<file path="src/rtl/sub_pipe_64bits_pkg.sv">
// ---------------------------------------------------------------------------
// sub_pipe_64bits_pkg
//
// Shared ALU definitions for the pipelined 64-bit subtractor: the datapath
// geometry, the packed per-stage pipeline register, and a small helper for
// the signed-overflow rule.
// ---------------------------------------------------------------------------
package sub_pipe_64bits_pkg;

    localparam int WIDTH  = 64;
    localparam int SLICE  = 16;
    localparam int NSLICE = 4;

    // One pipeline stage. The borrow is kept in true (borrow) polarity rather
    // than as the adder carry, so a cleared stage reads as "no borrow" and
    // the output register resets to bout = 0 without extra logic. remA/remB
    // are shifted right by one slice per stage, so the next slice to consume
    // is always in bits [SLICE-1:0].
    typedef struct packed {
        logic             valid;
        logic [WIDTH-1:0] diff;
        logic [WIDTH-1:0] remA;
        logic [WIDTH-1:0] remB;
        logic             borrow;
        logic             partZero;
        logic             signA;
        logic             signB;
        logic             ovf;
    } stage_t;

    // Signed overflow of a - b: operand signs differ and the result sign
    // disagrees with the minuend.
    function automatic logic overflowOf(input logic signA,
                                        input logic signB,
                                        input logic diffMsb);
        return (signA != signB) && (diffMsb != signA);
    endfunction

endpackage

</file>
<file path="src/rtl/carry_lookahead_16bits.sv">
// ---------------------------------------------------------------------------
// carry_lookahead_16bits
//
// Combinational 16-bit carry-lookahead adder: sum = a + b + cin.
// Two-level lookahead: four 4-bit groups produce group generate/propagate,
// the group carries are resolved in one lookahead level, then each group
// resolves its internal carries from its own group carry-in.
//
// Ports:
//   a, b  [15:0] in   addends
//   cin         in   carry-in
//   sum   [15:0] out  a + b + cin (low 16 bits)
//   cout        out  carry-out of bit 15
// ---------------------------------------------------------------------------
module carry_lookahead_16bits (
    input  logic [15:0] a,
    input  logic [15:0] b,
    input  logic        cin,
    output logic [15:0] sum,
    output logic        cout
);

    logic [15:0] w_g;
    logic [15:0] w_p;
    logic [15:0] w_c;
    logic [3:0]  w_groupG;
    logic [3:0]  w_groupP;
    logic [4:0]  w_groupC;

    assign w_g = a & b;
    assign w_p = a ^ b;

    // Group generate/propagate for each 4-bit nibble.
    always_comb begin
        w_groupG = '0;
        w_groupP = '0;
        for (int j = 0; j < 4; j++) begin
            w_groupG[j] = w_g[4*j+3]
                        | (w_p[4*j+3] & w_g[4*j+2])
                        | (w_p[4*j+3] & w_p[4*j+2] & w_g[4*j+1])
                        | (w_p[4*j+3] & w_p[4*j+2] & w_p[4*j+1] & w_g[4*j]);
            w_groupP[j] = &w_p[4*j +: 4];
        end
    end

    // Group carries resolved in parallel from cin, no ripple between nibbles.
    always_comb begin
        w_groupC    = '0;
        w_groupC[0] = cin;
        w_groupC[1] = w_groupG[0] | (w_groupP[0] & cin);
        w_groupC[2] = w_groupG[1] | (w_groupP[1] & w_groupG[0])
                    | (w_groupP[1] & w_groupP[0] & cin);
        w_groupC[3] = w_groupG[2] | (w_groupP[2] & w_groupG[1])
                    | (w_groupP[2] & w_groupP[1] & w_groupG[0])
                    | (w_groupP[2] & w_groupP[1] & w_groupP[0] & cin);
        w_groupC[4] = w_groupG[3] | (w_groupP[3] & w_groupG[2])
                    | (w_groupP[3] & w_groupP[2] & w_groupG[1])
                    | (w_groupP[3] & w_groupP[2] & w_groupP[1] & w_groupG[0])
                    | (w_groupP[3] & w_groupP[2] & w_groupP[1] & w_groupP[0] & cin);
    end

    // Bit carries inside each nibble, expanded from the nibble's carry-in.
    always_comb begin
        w_c = '0;
        for (int j = 0; j < 4; j++) begin
            w_c[4*j]   = w_groupC[j];
            w_c[4*j+1] = w_g[4*j] | (w_p[4*j] & w_groupC[j]);
            w_c[4*j+2] = w_g[4*j+1] | (w_p[4*j+1] & w_g[4*j])
                       | (w_p[4*j+1] & w_p[4*j] & w_groupC[j]);
            w_c[4*j+3] = w_g[4*j+2] | (w_p[4*j+2] & w_g[4*j+1])
                       | (w_p[4*j+2] & w_p[4*j+1] & w_g[4*j])
                       | (w_p[4*j+2] & w_p[4*j+1] & w_p[4*j] & w_groupC[j]);
        end
    end

    assign sum  = w_p ^ w_c;
    assign cout = w_groupC[4];

endmodule

</file>
<file path="src/rtl/sub_pipe_64bits.sv">
// ---------------------------------------------------------------------------
// sub_pipe_64bits
//
// Four-stage pipelined 64-bit subtractor, d = a - b - bin (mod 2^64), one
// 16-bit slice per stage with the borrow registered between stages. Each
// slice is an adder computing a + ~b + ~borrow. Stage 4 is the output
// register; all results and flags come straight from its flops.
// A single advance enable moves the whole pipe, bubbles included.
//
// Ports:
//   clk        in   clock, rising edge
//   rst        in   synchronous active-high reset
//   in_valid   in   operand set present
//   in_ready   out  pipeline accepts this cycle (combinational)
//   a, b  [63:0] in minuend, subtrahend
//   bin        in   borrow-in
//   out_valid  out  result present
//   out_ready  in   consumer takes the result this cycle
//   d    [63:0] out difference
//   bout       out  borrow-out (unsigned a < b + bin)
//   ovf        out  signed overflow
//   zero       out  d == 0
// ---------------------------------------------------------------------------
module sub_pipe_64bits
    import sub_pipe_64bits_pkg::*;
(
    input  logic             clk,
    input  logic             rst,
    input  logic             in_valid,
    output logic             in_ready,
    input  logic [WIDTH-1:0] a,
    input  logic [WIDTH-1:0] b,
    input  logic             bin,
    output logic             out_valid,
    input  logic             out_ready,
    output logic [WIDTH-1:0] d,
    output logic             bout,
    output logic             ovf,
    output logic             zero
);

    stage_t           r_stage  [NSLICE];
    stage_t           w_src    [NSLICE];
    stage_t           w_next   [NSLICE];
    logic [SLICE-1:0] w_opA    [NSLICE];
    logic [SLICE-1:0] w_opBInv [NSLICE];
    logic [SLICE-1:0] w_sum    [NSLICE];
    logic             w_cin    [NSLICE];
    logic             w_cout   [NSLICE];
    logic             w_adv;

    // The pipe moves as one unit: it advances unless a result is sitting in
    // the output register and nobody is taking it.
    assign w_adv    = ~r_stage[NSLICE-1].valid | out_ready;
    assign in_ready = w_adv;

    // Source of every slice computation. Slice 0 sees the ports dressed up as
    // a virtual "stage 0" (nothing computed yet, borrow = bin, zero so far =
    // true), so all four slices can share the same next-stage logic below.
    always_comb begin
        w_src[0]          = '0;
        w_src[0].valid    = in_valid & w_adv;
        w_src[0].remA     = a;
        w_src[0].remB     = b;
        w_src[0].borrow   = bin;
        w_src[0].partZero = 1'b1;
        w_src[0].signA    = a[WIDTH-1];
        w_src[0].signB    = b[WIDTH-1];
        for (int k = 1; k < NSLICE; k++) begin
            w_src[k] = r_stage[k-1];
        end
    end

    for (genvar k = 0; k < NSLICE; k++) begin : gSlice
        assign w_opA[k]    = w_src[k].remA[SLICE-1:0];
        assign w_opBInv[k] = ~w_src[k].remB[SLICE-1:0];
        assign w_cin[k]    = ~w_src[k].borrow;

        carry_lookahead_16bits uCla (
            .a    (w_opA[k]),
            .b    (w_opBInv[k]),
            .cin  (w_cin[k]),
            .sum  (w_sum[k]),
            .cout (w_cout[k])
        );
    end

    // Next value of each stage: merge this slice's sum into the partial
    // difference, drop the consumed operand bits, turn the adder carry back
    // into a borrow, and fold this slice into the running zero flag. Only
    // the last slice knows d[63], so overflow is formed there.
    always_comb begin
        for (int k = 0; k < NSLICE; k++) begin
            w_next[k]          = w_src[k];
            w_next[k].diff     = w_src[k].diff | (WIDTH'(w_sum[k]) << (SLICE * k));
            w_next[k].remA     = w_src[k].remA >> SLICE;
            w_next[k].remB     = w_src[k].remB >> SLICE;
            w_next[k].borrow   = ~w_cout[k];
            w_next[k].partZero = w_src[k].partZero & (w_sum[k] == '0);
            w_next[k].ovf      = (k == NSLICE - 1)
                               ? overflowOf(w_src[k].signA, w_src[k].signB,
                                            w_sum[k][SLICE-1])
                               : 1'b0;
        end
    end

    // Pipeline registers. Reset clears everything, which discards in-flight
    // operands and zeroes the output flags; a stall simply holds every stage.
    always_ff @(posedge clk) begin
        if (rst) begin
            for (int k = 0; k < NSLICE; k++) begin
                r_stage[k] <= '0;
            end
        end else if (w_adv) begin
            for (int k = 0; k < NSLICE; k++) begin
                r_stage[k] <= w_next[k];
            end
        end
    end

    assign out_valid = r_stage[NSLICE-1].valid;
    assign d         = r_stage[NSLICE-1].diff;
    assign bout      = r_stage[NSLICE-1].borrow;
    assign ovf       = r_stage[NSLICE-1].ovf;
    assign zero      = r_stage[NSLICE-1].partZero;

endmodule

</file>
<file path="config.mk">
export PLATFORM = sky130hd
export DESIGN_NAME = sub_pipe_64bits
export DESIGN_NICKNAME = d
export VERILOG_FILES = /design/src/rtl/sub_pipe_64bits_pkg.sv /design/src/rtl/carry_lookahead_16bits.sv /design/src/rtl/sub_pipe_64bits.sv
export SDC_FILE = /design/constraint.sdc
export NUM_CORES = 1
export LEC_CHECK = 0
export BUFFER_PORTS_ARGS = -buffer_cell sky130_fd_sc_hd__buf_2
export CORE_UTILIZATION = 55
export DETAILED_ROUTE_END_ITERATION = 10
export HOLD_SLACK_MARGIN = 0.06
export PLACE_DENSITY_LB_ADDON = 0.15
export REMOVE_ABC_BUFFERS = 1
export SYNTH_ARGS = -nofsm -noshare
export SYNTH_HDL_FRONTEND = slang
export SYNTH_HIERARCHICAL = 1
export SYNTH_SLANG_ARGS = --single-unit
</file>
<file path="constraint.sdc">
create_clock -name clk -period 11 [get_ports clk]
set_input_delay 2.2 -clock clk [delete_from_list [all_inputs] [get_ports clk]]
set_output_delay 2.2 -clock clk [all_outputs]
set_load 0.03 [all_outputs]
</file>
# After elaboration in Yosys (flattened, before gate mapping)
# Memory sizes are Yosys's and may differ from the RTL's.
# Index checks and enable logic that the tools add are counted.
# totals
mem_bits_ro	0
word_cells	542
inputBits	133
output_inout_bits	69
mem_bits_rw	664
regBits	0
latchBits	0
memories	1
# op_classes
n_shift	0
reduce_logical	21
muxes	9
magnitude_cmp	0
add_sub_neg	0
bitwise	509
div	0
n_eq_ne	2
multipliers	0
# memory_table
name	words	word_bits	rd	rd_ports_with_merged_regs	write_ports	line_no	rtl
r_stage	4	166	4	0	4	sub_pipe_64bits.sv:42	stage_t r_stage [NSLICE];
# ops
cell	n
166-bit 2-to-1 mux	4
1-bit bitwise AND	292
1-bit OR	189
16-bit XOR	8
16-bit bitwise AND	4
16-bit logical NOT	4
16-bit NOT	4
64-bit by 32-bit OR with 64-bit output	1
64-bit by 48-bit OR with 64-bit output	1
64-bit OR	1
4-bit AND reduction	16
1-bit NOT	9
1-bit 2-to-1 mux	5
1-bit != test	2
1-bit logical AND	1

# Longest topological paths before layout
# An unclocked memory read counts as a cell.
# depth
depth_word	17
ltp_mapped	13
depth_no_buf	12

# Hierarchy
# Netlist, hierarchy kept.
# modules_own_cells
module	seq_area_each_um2	instances	area_each_um2	cells_per_inst
sub_pipe_64bits	10960.5	1	14576.5	936
carry_lookahead_16bits at gSlice[0].uCla ...	0.0	2	830.8	104
carry_lookahead_16bits at gSlice[3].uCla	0.0	1	829.5	100
carry_lookahead_16bits at gSlice[2].uCla	0.0	1	664.4	84

# Least setup slack after synthesis
# OpenSTA, ideal clock, no wires.
# synth_path
path_type	in2reg
from	input out_ready
to	memory r_stage[0][100] in the netlist's numbering (enable)
setup_ns	0.578
t_arrival_ns	6.794
path_buffers	0
setup_slack_ns	3.628
cell_stages	2
cell_sequence	nand2b_4 > or2_2
# synth_lines
element	line_no	rtl
from (decl)	sub_pipe_64bits.sv:35	input logic out_ready,
to (decl)	sub_pipe_64bits.sv:42	

# Worst setup path in the final report
# layout_path
from	input out_ready
to	output in_ready
# layout_between
elab_chain_cells	1
# layout_rtl
element	line_no	rtl
1-bit OR	sub_pipe_64bits.sv:54	assign w_adv = ~r_stage[NSLICE-1].valid | out_ready;
to (decl)	sub_pipe_64bits.sv:30	output logic in_ready,
# No other way between the ends.

==> qor.yml <==
startpoint_type: "input pin"
p_sw_share_pct: 23.9
ant_nets: 0
antenna_found_initial: 0
syn_inst: 1328
dpl_cell_area_sq_mm: 0.0184
required_ns: 8.80
max_flop_register: "r_stage"
die_w_um: 182
post-cts-setup-buffers: 0
timing.final.hold_violations: 0
fin_area_sq_mm: 0.0196
ys_ff_latch: 365
detail_route.wl_per_cell_um: 14.4
regArea_sq_mm: 0.0110
drive_above_1_share_pct: 19.1
critPathMaxFanout: 4
detail_route.vias_per_cell: 5.04
top_regs: "r_stage: 365 flops"
clkPwrFrac_pct: 36.8
root_buffer: "clkbuf_16"
drc: 0
cts-buffers-inserted: 39
track_usage_pct: 16.8
fin_crit_sh_pct: 43.7
synth_area_sq_mm: 0.0177
synth_area_per_cell_sq_um: 13.4
vias: 9569
grt_pass1_wl_mm: 44.1
num_rows: 65
tritoncts: "built"
portBuffers: 201
h-tree-depth: 2
cts.hold.buffers_added: 0
leakagePower_nw: 8.58
ir_drop_mv: 0.128
drt-initial-drc-count: 480
fin_ws_ns: 6.19
power_frac_comb_pct: 14.3
setup-violations-final: 0
fillers: 2472
layout_min_cycle_time_ns: 4.81
clock_latency_ns: 0.52
area_growth_pct: 10.7
relSlewSlack_pct: 20.9
dp_hpwl_mm: 17.9
synth_cell_type_count: 55
design.core.area_sq_mm: 0.0316
largest_reg_flops: 365
final_cell_mix: "edfxtp_1 (365), and2_1 (358), buf_2 (201)"
grt_pass1_vias: 9041
worstMarginPinSlew_ns: 1.19
synth_warnings: 6
grt_max_degree: 204
p_int_w: 0.00264
synth-edff-count: 365
cts_sinks: 365
dp_slack_ns: 5.86
ys_seq_area_share_pct: 61.8
drv_slew: 0
hold_path.class: "register to register"
p_sw_w: 0.000829
rsz0062_at_grt: "false"
power_w: 0.00347
fin_nets: 1682
cts_buffer_depth: 3
seqPwrFrac_pct: 48.9
diodes: 0
clk_pin_slew_ns: 0.06
critPathArrivalTime_ns: 2.61
worstSetupEndpointType: "output port"
ios: 202
routed_wl_mm: 27.4
grt_overflow: 0
fin_setup_tns_ns: 0
gp_congestion: 0.873
status: "finished clean"
drt_first_pass_iters: 4
max_freq_mhz: 208
maxCapViolCount: 0
async_reset_ff_share_pct: 0
fin_worst_skew_ns: 0.00999
initial_core_util_pct: 56.0
die_y_um: 182
final_common_cell: "edfxtp_1"
fin_util_pct: 62.1
die_area_sq_mm: 0.0330
critPathKind: "input pin to output port"
multiInputGateArea_sq_mm: 0.00548
power.density_mw_per_mm2: 177
cts-resized-gates: 0
ys.flop_type: "edfxtp_1"
## per-layer routing
metal / routed length (um) / track usage, % / up-vias
met2: 13900 / 29.6 / 201
met4: 813 / 6.71 / 0
li1: - / - / 4840
met5: 0 / 0 / -
met1: 11600 / 20.5 / 4474
met3: 1120 / 2.99 / 54
## cells in the mapped netlist (all sizes together) (4+ instances only)
cell     count  area (sq um)
edfxtp     365         11000
and2       361          2270
buf        102           893
inv        102           383
ha          64           801
nor2        52           195
a21oi       45           225
nand2       25          93.8
xnor2       21           184
fa          16           320
o21ai       14          73.8
xor2        14           123
nand3       13          65.1
nor4        13          81.3
nor3        11          55.1
a21o        10          76.3
nand4       10          62.6
o41ai       10           125
nor2b        8          50.1
a211oi       7          75.1
o2111ai      6          52.6
o21a         6          45.0
o31a         6          52.6
or2          6          37.5
clkbuf       4          15.0
nand3b       4          67.6
## critical path, cell delays in order
cell and delay, ns:
buf_2 0.09, nand2b_4 0.14, buf_2 0.17
## final cells by class
class                      instances  share of cell area, %
clock inverter                    22                   1.02
sequential                       365                   55.8
inverter                         102                   1.95
multi-input combinational        755                   27.9
clock buffer                      47                   5.34
tap                              402                   2.56
timing repair buffer             206                   5.38
## worst paths after layout
path | startpoint | to | slack [ns] | cells after the start
worst min register to register | r_stage[0][327] | r_stage[0][493] | 0.51 | 1
worst max-delay path | out_ready | in_ready | 6.19 | 3
worst max register to register | r_stage[0][55] | r_stage[0][119] | 7.63 | 11
worst min-delay path | r_stage[0][327] | r_stage[0][493] | 0.51 | 1
## metrics by stage
| step | hold WS (ns) | std cells |
|---|---|---|
| floorplan | 0.497 | 1222 |
| detailed placement | 0.501 | 1830 |
| finish | 0.505 | 1899 |
| global placement | 0.498 | 1830 |
| global route | 0.528 | 1899 |
| CTS | 0.515 | 1899 |
## power by group through the flow
stage                     registers, W  clock network, W  logic, W
after CTS                      0.00170           0.00132  0.000500
after global routing           0.00171           0.00137  0.000551
after detailed placement       0.00173                 0  0.000497
after floorplan                0.00177                 0  0.000308
after global placement         0.00172                 0  0.000485
final                          0.00169           0.00128  0.000496
## kinds of logic (layout without fill, tap and decap cells)
logic type                 after synthesis  count (layout)  share of synthesized area [%]
and+or+nand+nor                        513             513                           17.2
xor gates and xnor gates                35              35                           1.73
DFF                                    365             365                           61.8
adders and majority gates               80              80                           6.32
buffers and inverters                  208             377                           7.28
AOI/OAI and AO/OA                      127             127                           5.62
(Power assumes the default switching activity.)
